File: src/rtl/tick_mon_pkg.sv
// -----------------------------------------------------------------------------
// tick_mon_pkg
// Shared types and constants for the tick_monitor block.
//   state_e   : measurement FSM states (IDLE, RUN, LOST)
//   ERR_CNT_W : width of the saturating error counter
// -----------------------------------------------------------------------------
package tick_mon_pkg;

    typedef enum logic [1:0] {
        IDLE = 2'd0,
        RUN  = 2'd1,
        LOST = 2'd2
    } state_e;

    localparam int ERR_CNT_W = 8;

endpackage : tick_mon_pkg

File: src/rtl/tick_mon_sat_counter.sv
// -----------------------------------------------------------------------------
// tick_mon_sat_counter
// Saturating incrementer with synchronous active-high reset.
// Ports:
//   clk   : clock
//   reset : synchronous, active-high reset (clears count)
//   inc   : add one this cycle (ignored once the count is all-ones)
//   count : current count value
// -----------------------------------------------------------------------------
module tick_mon_sat_counter
    import tick_mon_pkg::*;
#(
    parameter int W = ERR_CNT_W
) (
    input  logic         clk,
    input  logic         reset,
    input  logic         inc,
    output logic [W-1:0] count
);

    logic [W-1:0] count_q;
    logic [W-1:0] count_d;

    always_comb begin
        count_d = count_q;
        if (inc && (count_q != {W{1'b1}})) begin
            count_d = count_q + 1'b1;
        end
    end

    always_ff @(posedge clk) begin
        if (reset) begin
            count_q <= '0;
        end else begin
            count_q <= count_d;
        end
    end

    assign count = count_q;

endmodule : tick_mon_sat_counter

File: src/rtl/tick_monitor.sv
// -----------------------------------------------------------------------------
// tick_monitor
// Receive-side checker for a single-cycle periodic tick strobe. Measures the
// number of clk cycles between successive ticks, reports each period, flags
// early and late (missing) ticks, tracks lock and keeps a saturating error
// count. All outputs are registered and appear one cycle after the event.
//
// Optional feature (macro TICK_MON_HIST_EN): adds hist_clr input and
// min_period / max_period outputs tracking the extremes of reported periods.
//
// Ports:
//   clk          : system clock
//   reset        : synchronous, active-high reset
//   tick         : strobe under test, every high cycle is one tick
//   period       : last measured interval in cycles
//   period_valid : one-cycle pulse when period updates
//   early_err    : one-cycle pulse, interval below EXPECTED_PERIOD-TOLERANCE
//   late_err     : one-cycle pulse, no tick by EXPECTED_PERIOD+TOLERANCE
//   locked       : last interval in tolerance and no timeout since
//   err_count    : saturating count of early/late events
//   hist_clr     : (hist only) restart min/max tracking
//   min_period   : (hist only) smallest period since reset/clear
//   max_period   : (hist only) largest period since reset/clear
// -----------------------------------------------------------------------------
module tick_monitor
    import tick_mon_pkg::*;
#(
    parameter int EXPECTED_PERIOD = 1_000_001,
    parameter int TOLERANCE       = 16,
    parameter int CNT_W           = $clog2(EXPECTED_PERIOD + TOLERANCE + 1)
) (
    input  logic                 clk,
    input  logic                 reset,
    input  logic                 tick,
`ifdef TICK_MON_HIST_EN
    input  logic                 hist_clr,
    output logic [CNT_W-1:0]     min_period,
    output logic [CNT_W-1:0]     max_period,
`endif
    output logic [CNT_W-1:0]     period,
    output logic                 period_valid,
    output logic                 early_err,
    output logic                 late_err,
    output logic                 locked,
    output logic [ERR_CNT_W-1:0] err_count
);

    localparam logic [CNT_W-1:0] LO_LIM = CNT_W'(EXPECTED_PERIOD - TOLERANCE);
    localparam logic [CNT_W-1:0] HI_LIM = CNT_W'(EXPECTED_PERIOD + TOLERANCE);

    state_e           state_q, state_d;
    logic [CNT_W-1:0] cnt_q, cnt_d;
    logic [CNT_W-1:0] period_q, period_d;
    logic             period_valid_q, period_valid_d;
    logic             early_q, early_d;
    logic             late_q, late_d;
    logic             locked_q, locked_d;

    always_comb begin
        state_d        = state_q;
        cnt_d          = cnt_q;
        period_d       = period_q;
        period_valid_d = 1'b0;
        early_d        = 1'b0;
        late_d         = 1'b0;
        locked_d       = locked_q;
        case (state_q)
            IDLE: begin
                if (tick) begin
                    cnt_d   = CNT_W'(1);
                    state_d = RUN;
                end
            end
            RUN: begin
                // A tick arriving exactly at HI_LIM wins over the timeout.
                if (tick) begin
                    period_d       = cnt_q;
                    period_valid_d = 1'b1;
                    cnt_d          = CNT_W'(1);
                    if (cnt_q < LO_LIM) begin
                        early_d  = 1'b1;
                        locked_d = 1'b0;
                    end else begin
                        locked_d = 1'b1;
                    end
                end else if (cnt_q == HI_LIM) begin
                    // cnt parks at HI_LIM so it can never wrap while lost.
                    late_d   = 1'b1;
                    locked_d = 1'b0;
                    state_d  = LOST;
                end else begin
                    cnt_d = cnt_q + 1'b1;
                end
            end
            LOST: begin
                // Interval is unknown after a timeout, so nothing is reported.
                if (tick) begin
                    cnt_d   = CNT_W'(1);
                    state_d = RUN;
                end
            end
            default: begin
                state_d = IDLE;
                cnt_d   = '0;
            end
        endcase
    end

    always_ff @(posedge clk) begin
        if (reset) begin
            state_q        <= IDLE;
            cnt_q          <= '0;
            period_q       <= '0;
            period_valid_q <= 1'b0;
            early_q        <= 1'b0;
            late_q         <= 1'b0;
            locked_q       <= 1'b0;
        end else begin
            state_q        <= state_d;
            cnt_q          <= cnt_d;
            period_q       <= period_d;
            period_valid_q <= period_valid_d;
            early_q        <= early_d;
            late_q         <= late_d;
            locked_q       <= locked_d;
        end
    end

    // Counter sees the same next-state event as the pulse registers, so the
    // count changes in the cycle the error pulse is visible.
    tick_mon_sat_counter #(
        .W (ERR_CNT_W)
    ) u_err_cnt (
        .clk   (clk),
        .reset (reset),
        .inc   (early_d | late_d),
        .count (err_count)
    );

    assign period       = period_q;
    assign period_valid = period_valid_q;
    assign early_err    = early_q;
    assign late_err     = late_q;
    assign locked       = locked_q;

`ifdef TICK_MON_HIST_EN
    logic [CNT_W-1:0] min_q, min_d;
    logic [CNT_W-1:0] max_q, max_d;
    logic             seen_q, seen_d;

    // Tracking follows the period register, so min/max are current in the
    // same cycle period_valid is seen. A clear in the update cycle still lets
    // that period seed both registers.
    always_comb begin
        min_d  = min_q;
        max_d  = max_q;
        seen_d = seen_q;
        if (hist_clr) begin
            min_d  = '1;
            max_d  = '0;
            seen_d = 1'b0;
        end
        if (period_valid_d) begin
            seen_d = 1'b1;
            if (!seen_q || hist_clr) begin
                min_d = period_d;
                max_d = period_d;
            end else begin
                if (period_d < min_q) min_d = period_d;
                if (period_d > max_q) max_d = period_d;
            end
        end
    end

    always_ff @(posedge clk) begin
        if (reset) begin
            min_q  <= '1;
            max_q  <= '0;
            seen_q <= 1'b0;
        end else begin
            min_q  <= min_d;
            max_q  <= max_d;
            seen_q <= seen_d;
        end
    end

    assign min_period = min_q;
    assign max_period = max_q;
`endif

endmodule : tick_monitor

File: config.mk
export PLATFORM = sky130hd
export DESIGN_NAME = tick_monitor
export DESIGN_NICKNAME = d
export VERILOG_FILES = /design/src/rtl/tick_mon_pkg.sv /design/src/rtl/tick_mon_sat_counter.sv /design/src/rtl/tick_monitor.sv
export SDC_FILE = /design/constraint.sdc
export NUM_CORES = 1
export LEC_CHECK = 0
export CORE_ASPECT_RATIO = 1.5
export CORE_MARGIN = 2
export CORE_UTILIZATION = 58
export CTS_CLUSTER_SIZE = 8
export DETAILED_ROUTE_END_ITERATION = 12
export GPL_ROUTABILITY_DRIVEN = 0
export GPL_TIMING_DRIVEN = 1
export PLACE_DENSITY_LB_ADDON = 0.15
export SYNTH_ARGS = -nofsm -noshare
export SYNTH_HDL_FRONTEND = slang
export SYNTH_HIERARCHICAL = 1
export SYNTH_SLANG_ARGS = --single-unit
File: constraint.sdc
create_clock -name clk -period 7.2 [get_ports clk]
set_input_delay 2.16 -clock clk [delete_from_list [all_inputs] [get_ports clk]]
set_output_delay 2.16 -clock clk [all_outputs]
set_load 0.02 [all_outputs]
Word level (Yosys, flattened, before mapping)
Index checks and enable logic that the tools add are counted.
- register bits after elaboration: 54
- bits in latches: 0
- RAM bits: 0
- ROM bits: 0
- input port bits: 3
- output and inout port bits: 32
- memories kept: 0
- $add $sub $neg: 2
- $mul: 0
- div/mod/pow operators: 0
- order comparisons: 1
- eq/ne operators: 8
- shift-type cells: 0
- multiplexer cells: 18
- bitwise gates (word level): 2
- reductions and logical operators: 9
- operator list (kind ; number):
    $mux W20 ; 3
    $pmux W20 S2 ; 1
    $add A20 B1 Y20 const B ; 1
    $eq A20 B20 Y1 const B ; 1
    $lt A20 B20 Y1 const B ; 1
    $mux W1 ; 10
    $add A8 B1 Y8 const B ; 1
    $ne A8 B8 Y1 const B ; 1
    $mux W2 ; 3
    $reduce_and A2 Y1 ; 3
    $ne A2 B2 Y1 const B ; 2
    $pmux W2 S2 ; 1
    $reduce_or A2 Y1 ; 2
    $ne A3 B3 Y1 const B ; 1
    $reduce_and A3 Y1 ; 1
    $eq A2 B1 Y1 const B ; 1
    $eq A2 B2 Y1 const B ; 1
    $logic_not A2 Y1 ; 1
    $ne A2 B1 Y1 const B ; 1
    $reduce_bool A2 Y1 ; 1
    $logic_and A1 B1 Y1 ; 1
    $not A1 Y1 ; 1
    $or A1 B1 Y1 ; 1

Depth between registers and ports, before layout
Gate-level depths: netlist of run 1.
- depth in word-level cells: 6
- gate-level depth with buffers: 10

Hierarchy
The synthesis of run 1 kept the hierarchy.
- by module, submodules not included (module ; times used ; cells each ; area each (um^2) ; sequential area each (um^2)):
    tick_monitor ; 1 ; 245 ; 2040.7 ; 920.9
    tick_mon_sat_counter ; 1 ; 46 ; 430.4 ; 160.2

Least setup slack after synthesis of run 1
OpenSTA, ideal clock, no wires.
- path kind: input-to-reg
- start: input tick
- end: register u_err_cnt.count_q[3], in the netlist u_err_cnt/count[3]
- arrival time: 3.867 ns
- required time: 7.131 ns
- slack: 3.264 ns
- stages on the path: 7
- cell sequence: clkbuf_1 -> nand3b_1 -> clkbuf_1 -> o21ai_0 -> nand4_1 -> or3_2 -> o21ai_1
- cells in the longest elaborated chain, start to end: 4
- elaborated cells between the ends (all ways): 6
- those cells by class: 4 x mux; 1 x bitwise; 1 x reduce/logical
- ends and longest elaborated chain (item ; RTL line ; source):
    start: declaration ; tick_monitor.sv:34 ; input logic tick,
    $mux W1 ; tick_monitor.sv:76 ; if (tick) begin
    $mux W1 ; tick_monitor.sv:67 ; case (state_q)
    $or A1 B1 Y1 * ; tick_monitor.sv:136 ; .inc (early_d | late_d),
    $logic_and A1 B1 Y1 * ; tick_mon_sat_counter.sv:26 ; if (inc && (count_q != {W{1'b1}})) begin
    end signal: assignment ; tick_mon_sat_counter.sv:35 ; count_q <= count_d;
    end: declaration ; tick_mon_sat_counter.sv:21 ; logic [W-1:0] count_q;
Mark *: on every way between the ends. The rest lies on a longest branch, timed or not.
A chain may end at the register's enable or synchronous reset.

Final worst setup path of run 1
Ends and elaborated chain as after synthesis.

==> metrics.cfg, run 1 <==
[hold_path]
hp-start = period[6]
worstHoldPathCells = 2
min_to = period[6]
hp-class = reg2reg

[global_routing]
grt_pass1_vias = 1945
grt_pass1_wl_mm = 9.011
track_usage = 0.2376
grt_remaining_overflow = 0
grt_max_degree = 37
antenna_found_initial = 0

[finish]
final_cell_area_um2 = 2918
area_growth_syn_to_layout_pct = 18.08
final_common_cell = dfxtp_1
utilization = 0.6993
antenna_cells = 0
nets = 323
drive_gt1_frac = 0.07571
most-common-layout-cells = 54 x dfxtp_1, 53 x nand2_1, 35 x a21oi_1

[setup_path]
critPathSlowestCell = clkdlybuf4s50_1
critPathCaptureType = register
r2r_end = u_err_cnt/count[3]
crit_chain = clkdlybuf4s50_1, nor3b_1, nand3_1, o21ai_0, nand4_1, or3_2, o21ai_1
cp_max_fo = 13
r2r-start = cnt_q[10]
worstSetupPathType = in2reg
ff2ff_setup_slack_ns = 4.59
ff2ff_path_depth = 7
arrival_ns = 4.52
critPathMaxStageDelay_ns = 0.59
critPathRequiredTime_ns = 7.44
start_kind = input port

[synth]
netlist_area_um2 = 2471
syn_avg_cell_area_um2 = 8.492
synthCells = 291
synth_ff_type = dfxtp_1
ys.warnings.count = 6
syn-num-nets = 298
synthTopCellsByArea = dfxtp_1 44%, nand2_1 8.1%, a21oi_1 7.1%
ys_ff_latch = 54
synth-edff-count = 0
synth_top_area_frac = 0.4375
synth_top_area_cell = dfxtp_1
ys_seq_area_frac = 0.4375
yosysUniqueCellTypes = 52
async_reset_ff_frac = 0

[routing]
viasPerCell = 5.920
wl_per_cell_um = 15.02
dr_total_vias = 2149
ant_nets = 0
drt_iter0_drc = 102
drt_wl_total_mm = 5.451
drc = 0
drtPass1Iterations = 4

[placed_design]
pre_cts_ws_ns = 2.637
placed_area_um2 = 2808
hpwl_mm = 3.810
numPortBuffers = 34

[timing]
tightest_slew_ns = 1.190
hold_violations = 0
tns_ns = 0
rsz0062_at_grt = false
worst_slack_ns = 2.921
setup_violations = 0
slew_violations = 0
period_share = 0.5944
skew_ns = 0.006576
maxSlewHeadroom = 0.2031
min_period_ns = 4.279
max_freq_mhz = 233.7

[clock_tree]
htreeDepth = 2
hold_buffers = 0
ctsResizeCount = 0
clock_sinks = 54
cts_setup_buffers = 0
clockRootBuffer = clkbuf_8
cts_max_path_buffers = 2
clk_pin_slew_ns = 0.09
cts_tree = done
clk_latency_ns = 0.31
numCtsBuffers = 5

[outcome]
outcome = completed

[floorplan]
io_pins = 35
die_area_um2 = 4810
die_w_um = 57.30
initial_utilization = 0.5922
core_um2 = 4173
die_h_um = 83.95
row_count = 29

[power]
power_density_nw_per_um2 = 178.0
leakage_uw = 0.0009234
peakVddDrop_uv = 195.7

[run]
maxCapViolCount = 0

Yosys cell counts, types with 3 or more instances:
library cell / number
or4_1: 4
or3_1: 4
ha_1: 4
nor3_1: 4
nor3b_1: 3
nand3_1: 7
a21oi_1: 35
dfxtp_1: 54
inv_1: 9
o2111a_1: 3
nand2b_1: 3
o31ai_1: 6
buf_2: 5
clkbuf_1: 12
nor2_1: 16
nand2_1: 53
a31oi_1: 3
nand4_1: 9
o21ai_0: 5
and4_1: 4
xor2_1: 8
a311oi_1: 3
critical path: cells and delay by family:
| kind | cells | cell delay, ns |
|---|---|---|
| AO/OA/AOI/OAI | 2 | 0.37 |
| buffers and inverters | 1 | 0.59 |
| AND/OR/NAND/NOR | 4 | 1.39 |
registers in the layout, summed over array words and instances (netlist names):
register / flops
period_valid: 1
locked: 1
late_err: 1
period: 20
early_err: 1
cnt_q: 20
state_q: 2
u_err_cnt/count: 8
layer usage:
metal  up-vias  GRT usage  part of all wire
met5         -          0                 0
met4         0    0.07188             0.013
met3         5    0.03721             0.036
met2        53     0.4347              0.54
met1      1003     0.2757              0.41
li1       1088          -                 -
through the flow:
stage               hold WS [ns]  std cells  total power, uW
global route              0.4787        363            536.4
floorplan                 0.4535        291            327.3
detailed placement        0.4475        355            336.0
CTS                       0.4602        363            523.2
finish                    0.4575        363            519.2
global placement          0.4415        355            335.6
final cells by class:
type,instances,area (um^2)
inverters,9,33.78
repair buffers,36,355.3
multi-input cells,210,1280
flip-flops and latches,54,1081
well taps,46,57.56
clock buffers,8,110.1
fillers,361,1255
worst max-delay path by stage:
stage / startpoint / end / slack [ns] / cells after the start
finish: tick / u_err_cnt/count[3] / 2.92 / 7
global route: tick / u_err_cnt/count[3] / 2.67 / 7
CTS: tick / u_err_cnt/count[3] / 2.95 / 7
detailed placement: tick / u_err_cnt/count[3] / 2.64 / 7
global placement: tick / u_err_cnt/count[3] / 2.69 / 7
floorplan: tick / u_err_cnt/count[3] / 3.26 / 7
cell families (layout without fill, tap and decap cells):
family	count (synthesis)	in the layout	synth area share
adders and majority gates	4	4	0.02025
buffers and inverters	27	53	0.04658
xor gates and xnor gates	10	10	0.03545
DFF	54	54	0.4375
AOI/OAI and AO/OA	68	68	0.1782
muxes	3	3	0.01418
and+or+nand+nor	125	125	0.2679
power by group:
group / internal (uW) / switching (uW)
logic: 8.94 / 16.4
clock network: 97.2 / 93.1
registers: 301 / 3.00
Power figures use the tool's default switching activity.
==> inputs of run 2 (changes only) <==
--- a/config.mk
+++ b/config.mk
@@ -7,7 +7,7 @@
 export LEC_CHECK = 0
 export CORE_ASPECT_RATIO = 1.5
 export CORE_MARGIN = 2
-export CORE_UTILIZATION = 58
+export CORE_UTILIZATION = 54
 export CTS_CLUSTER_SIZE = 8
 export DETAILED_ROUTE_END_ITERATION = 12
 export GPL_ROUTABILITY_DRIVEN = 0
==> constraint.sdc (replaced) <==
create_clock -name clk -period 4 [get_ports clk]
set_input_delay 1.2 -clock clk [delete_from_list [all_inputs] [get_ports clk]]
set_output_delay 1.2 -clock clk [all_outputs]
set_load 0.02 [all_outputs]
==> run 2 against run 1 <==
Effect of this change:
- non-clock buffer count rose by 2
- design area hardly changed
- setup slack worse by 2.2 ns
- clock power is 61% higher
- critical path type unchanged
- critical endpoint unchanged
==> metrics.cfg, run 2 (synthesis results as in run 1) <==
[global_routing]
track_usage = 0.2269
gr-max-usage-layer = met2
grt_pass1_wl_mm = 9.177
grt_remaining_overflow = 0
antenna_found_initial = 0
met3_usage = 0.04309
use_met2 = 0.4086
grt_pass1_vias = 2007
grt_max_degree = 24
met1_usage = 0.2610

[clock_tree]
numCtsBuffers = 5
htreeDepth = 2
clockRootBuffer = clkbuf_8
clock_sinks = 54
hold_buffers = 0
ctsResizeCount = 0
clk_latency_ns = 0.31
cts_tree = done
cts_setup_buffers = 0
cts_max_path_buffers = 2
clk_pin_slew_ns = 0.10

[setup_path]
cp_max_fo = 13
worstSetupPathType = in2reg
critPathSlowestCell = clkdlybuf4s50_1
path_delay_family = simple AND/OR/NAND/NOR gates
critPathRequiredTime_ns = 4.25
crit_chain = clkdlybuf4s50_1, nor3b_1, nand3_1, o21ai_0, nand4_1, or3_2, o21ai_1
crit_cells = 7
critPathMaxStageDelay_ns = 0.62
critPathCaptureType = register
arrival_ns = 3.51
critical_path_buf_inv_count = 1
ff2ff_path_depth = 7
start_kind = input port

[placed_design]
pre_cts_ws_ns = 0.4583
hpwl_mm = 3.979
numPortBuffers = 34

[timing]
hold_violations = 0
max_freq_mhz = 307.1
maxSlewHeadroom = 0.5695
setup_violations = 0
min_period_ns = 3.256
whs_ns = 0.4595
rsz0062_at_grt = false
slew_violations = 0
period_share = 0.8140
tns_ns = 0
worst_slack_ns = 0.7440
tightest_slew_ns = 0.6437
skew_ns = 0.007926

[power]
leakage_uw = 0.0009197
power_density_nw_per_um2 = 308.4
peakVddDrop_uv = 214.8

[floorplan]
core_um2 = 4467
die_w_um = 59.24
io_pins = 35
row_count = 30
die_h_um = 86.85
die_area_um2 = 5145
initial_utilization = 0.5532

[finish]
fillers = 402
final_common_cell = dfxtp_1
drive_gt1_frac = 0.08150
area_growth_syn_to_layout_pct = 17.97
most-common-layout-cells = 54 x dfxtp_1, 53 x nand2_1, 35 x a21oi_1
nets = 325
antenna_cells = 0

[routing]
viasPerCell = 5.905
ant_nets = 0
drtPass1Iterations = 4
drc = 0
drt_wl_total_mm = 5.516
wl_per_cell_um = 15.03
dr_total_vias = 2167
drt_iter0_drc = 56

[hold_path]
worstHoldPathCells = 2
hp-class = reg2reg

[outcome]
outcome = completed

[run]
maxCapViolCount = 0

run 2: cell types whose count changed in the layout (fill, tap and decap cells not counted), sizes merged:
| cell | previous run | this run |
|---|---|---|
| buf | 2 | 4 |
| clkinvlp | 0 | 1 |
| clkinv | 0 | 2 |
| clkbuf | 8 | 5 |
run 2: per-stage QoR:
step / cells / util / cell area [um^2] / power (uW)
after floorplan: 291 / - / 2471 / 589.1
after global placement: 359 / 0.6325 / 2825 / 606.0
after detailed placement: 359 / 0.6325 / 2825 / 607.2
after CTS: 367 / 0.6527 / 2915 / 908.1
after global routing: 367 / 0.6527 / 2915 / 935.1
final: 367 / 0.6527 / 2915 / 899.1
run 2: final cells by class:
cell class              instances  area [um^2]  area share
clock buffers                   5        68.82     0.02361
clock inverters                 3        21.27    0.007296
inverters                       9        33.78     0.01159
multi-input cells             210         1280      0.4391
flip-flops and latches         54         1081      0.3708
well taps                      48        60.06     0.02060
repair buffers                 38        370.4      0.1270
run 2: worst reg2reg max path: cells and delay by family (launching register included):
family | cells | cell delay [ns]
flip-flops | 1 | 0.37
AND/OR/NAND/NOR | 5 | 1.81
AO/OA/AOI/OAI | 2 | 0.37
run 2: worst paths after layout:
path                  start            endpoint  slack (ns)
setup / recovery       tick  u_err_cnt/count[3]        0.74
hold / removal    period[1]           period[1]        0.46
hold reg to reg   period[1]           period[1]        0.46
setup reg to reg  cnt_q[10]  u_err_cnt/count[3]        1.40
run 2: where the power goes:
group / total [uW] / internal (uW) / switching, uW
logic: 47.5 / 17.4 / 30.1
clock network: 305 / 123 / 181
registers: 547 / 541 / 5.65
run 2: layer usage:
layer,up-vias,part of all wire
met5,-,0
met4,0,0.012
met2,47,0.52
met1,1025,0.44
li1,1086,-
met3,9,0.028
==> inputs of run 3 (changes only) <==
==> constraint.sdc (replaced) <==
create_clock -name clk -period 3 [get_ports clk]
set_input_delay 0.9 -clock clk [delete_from_list [all_inputs] [get_ports clk]]
set_output_delay 0.9 -clock clk [all_outputs]
set_load 0.02 [all_outputs]
==> run 3 against run 2 <==
Effect of this change:
- combinational power rose by 41%
- sequential share of layout area is 0.56 points lower
- die area stayed put
- setup slack got worse by 0.29 ns
- flip-flop and latch count unchanged
- first-iteration DRC count up 59%
- clock-buffer cell count did not move
- total power rose by 34%
==> metrics.cfg, run 3 (synthesis results as in run 1) <==
[global_routing]
gr-max-usage-layer = met2
track_usage = 0.2407
grt_remaining_overflow = 0
grt_pass1_vias = 2111
grt_pass1_wl_mm = 9.577
met1_usage = 0.2664
met3_usage = 0.04755
grt_max_degree = 24
antenna_found_initial = 0
use_met2 = 0.4266

[hold_path]
worstHoldPathCells = 2
hp-start = period[8]
min_to = period[8]
hp-class = reg2reg

[outcome]
outcome = completed

[routing]
drt_wl_total_mm = 5.600
drc = 0
wl_per_cell_um = 15.01
drtPass1Iterations = 4
ant_nets = 0
dr_total_vias = 2192
viasPerCell = 5.877
drt_iter0_drc = 89

[clock_tree]
cts_max_path_buffers = 2
clockRootBuffer = clkbuf_8
cts_tree = done
cts_setup_buffers = 0
clock_sinks = 54
numCtsBuffers = 5
htreeDepth = 2
clk_pin_slew_ns = 0.10
ctsResizeCount = 0
clk_latency_ns = 0.32
hold_buffers = 0

[finish]
antenna_cells = 0
most-common-layout-cells = 54 x dfxtp_1, 53 x nand2_1, 35 x a21oi_1
area_growth_syn_to_layout_pct = 19.80
final_common_cell = dfxtp_1
nets = 331
drive_gt1_frac = 0.09846
fillers = 377

[setup_path]
r2r-start = cnt_q[11]
critPathRequiredTime_ns = 3.26
ff2ff_path_depth = 7
start_kind = input port
cp_max_fo = 6
r2r_end = u_err_cnt/count[3]
critPathCaptureType = register
ff2ff_setup_slack_ns = 0.46
worstSetupPathType = in2reg
arrival_ns = 2.81

[placed_design]
numPortBuffers = 34
hpwl_mm = 4.025

[timing]
maxSlewHeadroom = 0.5873
period_share = 0.8491
slew_violations = 0
rsz0062_at_grt = false
max_freq_mhz = 392.6
whs_ns = 0.4564
hold_violations = 0
skew_ns = 0.01175
setup_violations = 0
tightest_slew_ns = 0.6126
min_period_ns = 2.547
tns_ns = 0

[power]
peakVddDrop_uv = 242.2
leakage_uw = 0.0009496
power_density_nw_per_um2 = 408.0

[floorplan]
die_area_um2 = 5145
row_count = 30
die_h_um = 86.85
io_pins = 35
initial_utilization = 0.5532
core_um2 = 4467
die_w_um = 59.24

[run]
maxCapViolCount = 0

==> run 3: cell count changes in the layout (fill, tap and decap cells not counted) <==
cell | previous run | this run
buf_4 | 4 | 10
==> run 3: critical path: stages <==
cell and delay (ns):
clkdlybuf4s50_1 0.48, nor3b_1 0.29, nand3_1 0.14, o21ai_0 0.28
nand4_1 0.21, or3_2 0.44, o21ai_1 0.07
==> run 3: layout make-up <==
cell class / instances / area [um^2] / area share
Multi-Input combinational cell: 210 / 1280 / 0.4324
Sequential cell: 54 / 1081 / 0.3652
Timing Repair Buffer: 44 / 415.4 / 0.1403
Clock buffer: 5 / 68.82 / 0.02325
Tap cell: 48 / 60.06 / 0.02029
Inverter: 9 / 33.78 / 0.01141
Clock inverter: 3 / 21.27 / 0.007185
==> run 3: how the worst max path moves through the flow <==
stage	depth (start not counted)	to	startpoint
after floorplan	7	u_err_cnt/count[3]	tick
after global placement	6	u_err_cnt/count[3]	tick
after detailed placement	6	u_err_cnt/count[3]	tick
after CTS	6	u_err_cnt/count[3]	tick
after global routing	7	u_err_cnt/count[3]	cnt_q[11]
final	7	u_err_cnt/count[3]	tick
==> run 3: where the power goes <==
| part | internal [uW] | switching, uW | leakage (uW) |
|---|---|---|---|
| sequential | 722 | 7.56 | 0.000436 |
| clock | 165 | 247 | 0.0000441 |
| combinational | 25.7 | 41.1 | 0.000470 |
| total | 912 | 296 | 0.000950 |
==> run 3: metal layers <==
metal / share of wire / vias up
li1: - / 1098
met4: 0.018 / 0
met2: 0.53 / 39
met5: 0 / -
met1: 0.42 / 1046
met3: 0.027 / 9
==> run 3: stage by stage <==
stage	total power (uW)	std cells	util	area, um^2	setup slack [ns]
global placement	811.7	365	0.6426	2870	0.1020
detailed placement	812.6	365	0.6426	2870	0.07642
global route	1259	373	0.6627	2960	0.2156
CTS	1221	373	0.6627	2960	0.4215
finish	1208	373	0.6627	2960	0.4526
floorplan	785.5	291	-	2471	0.3238
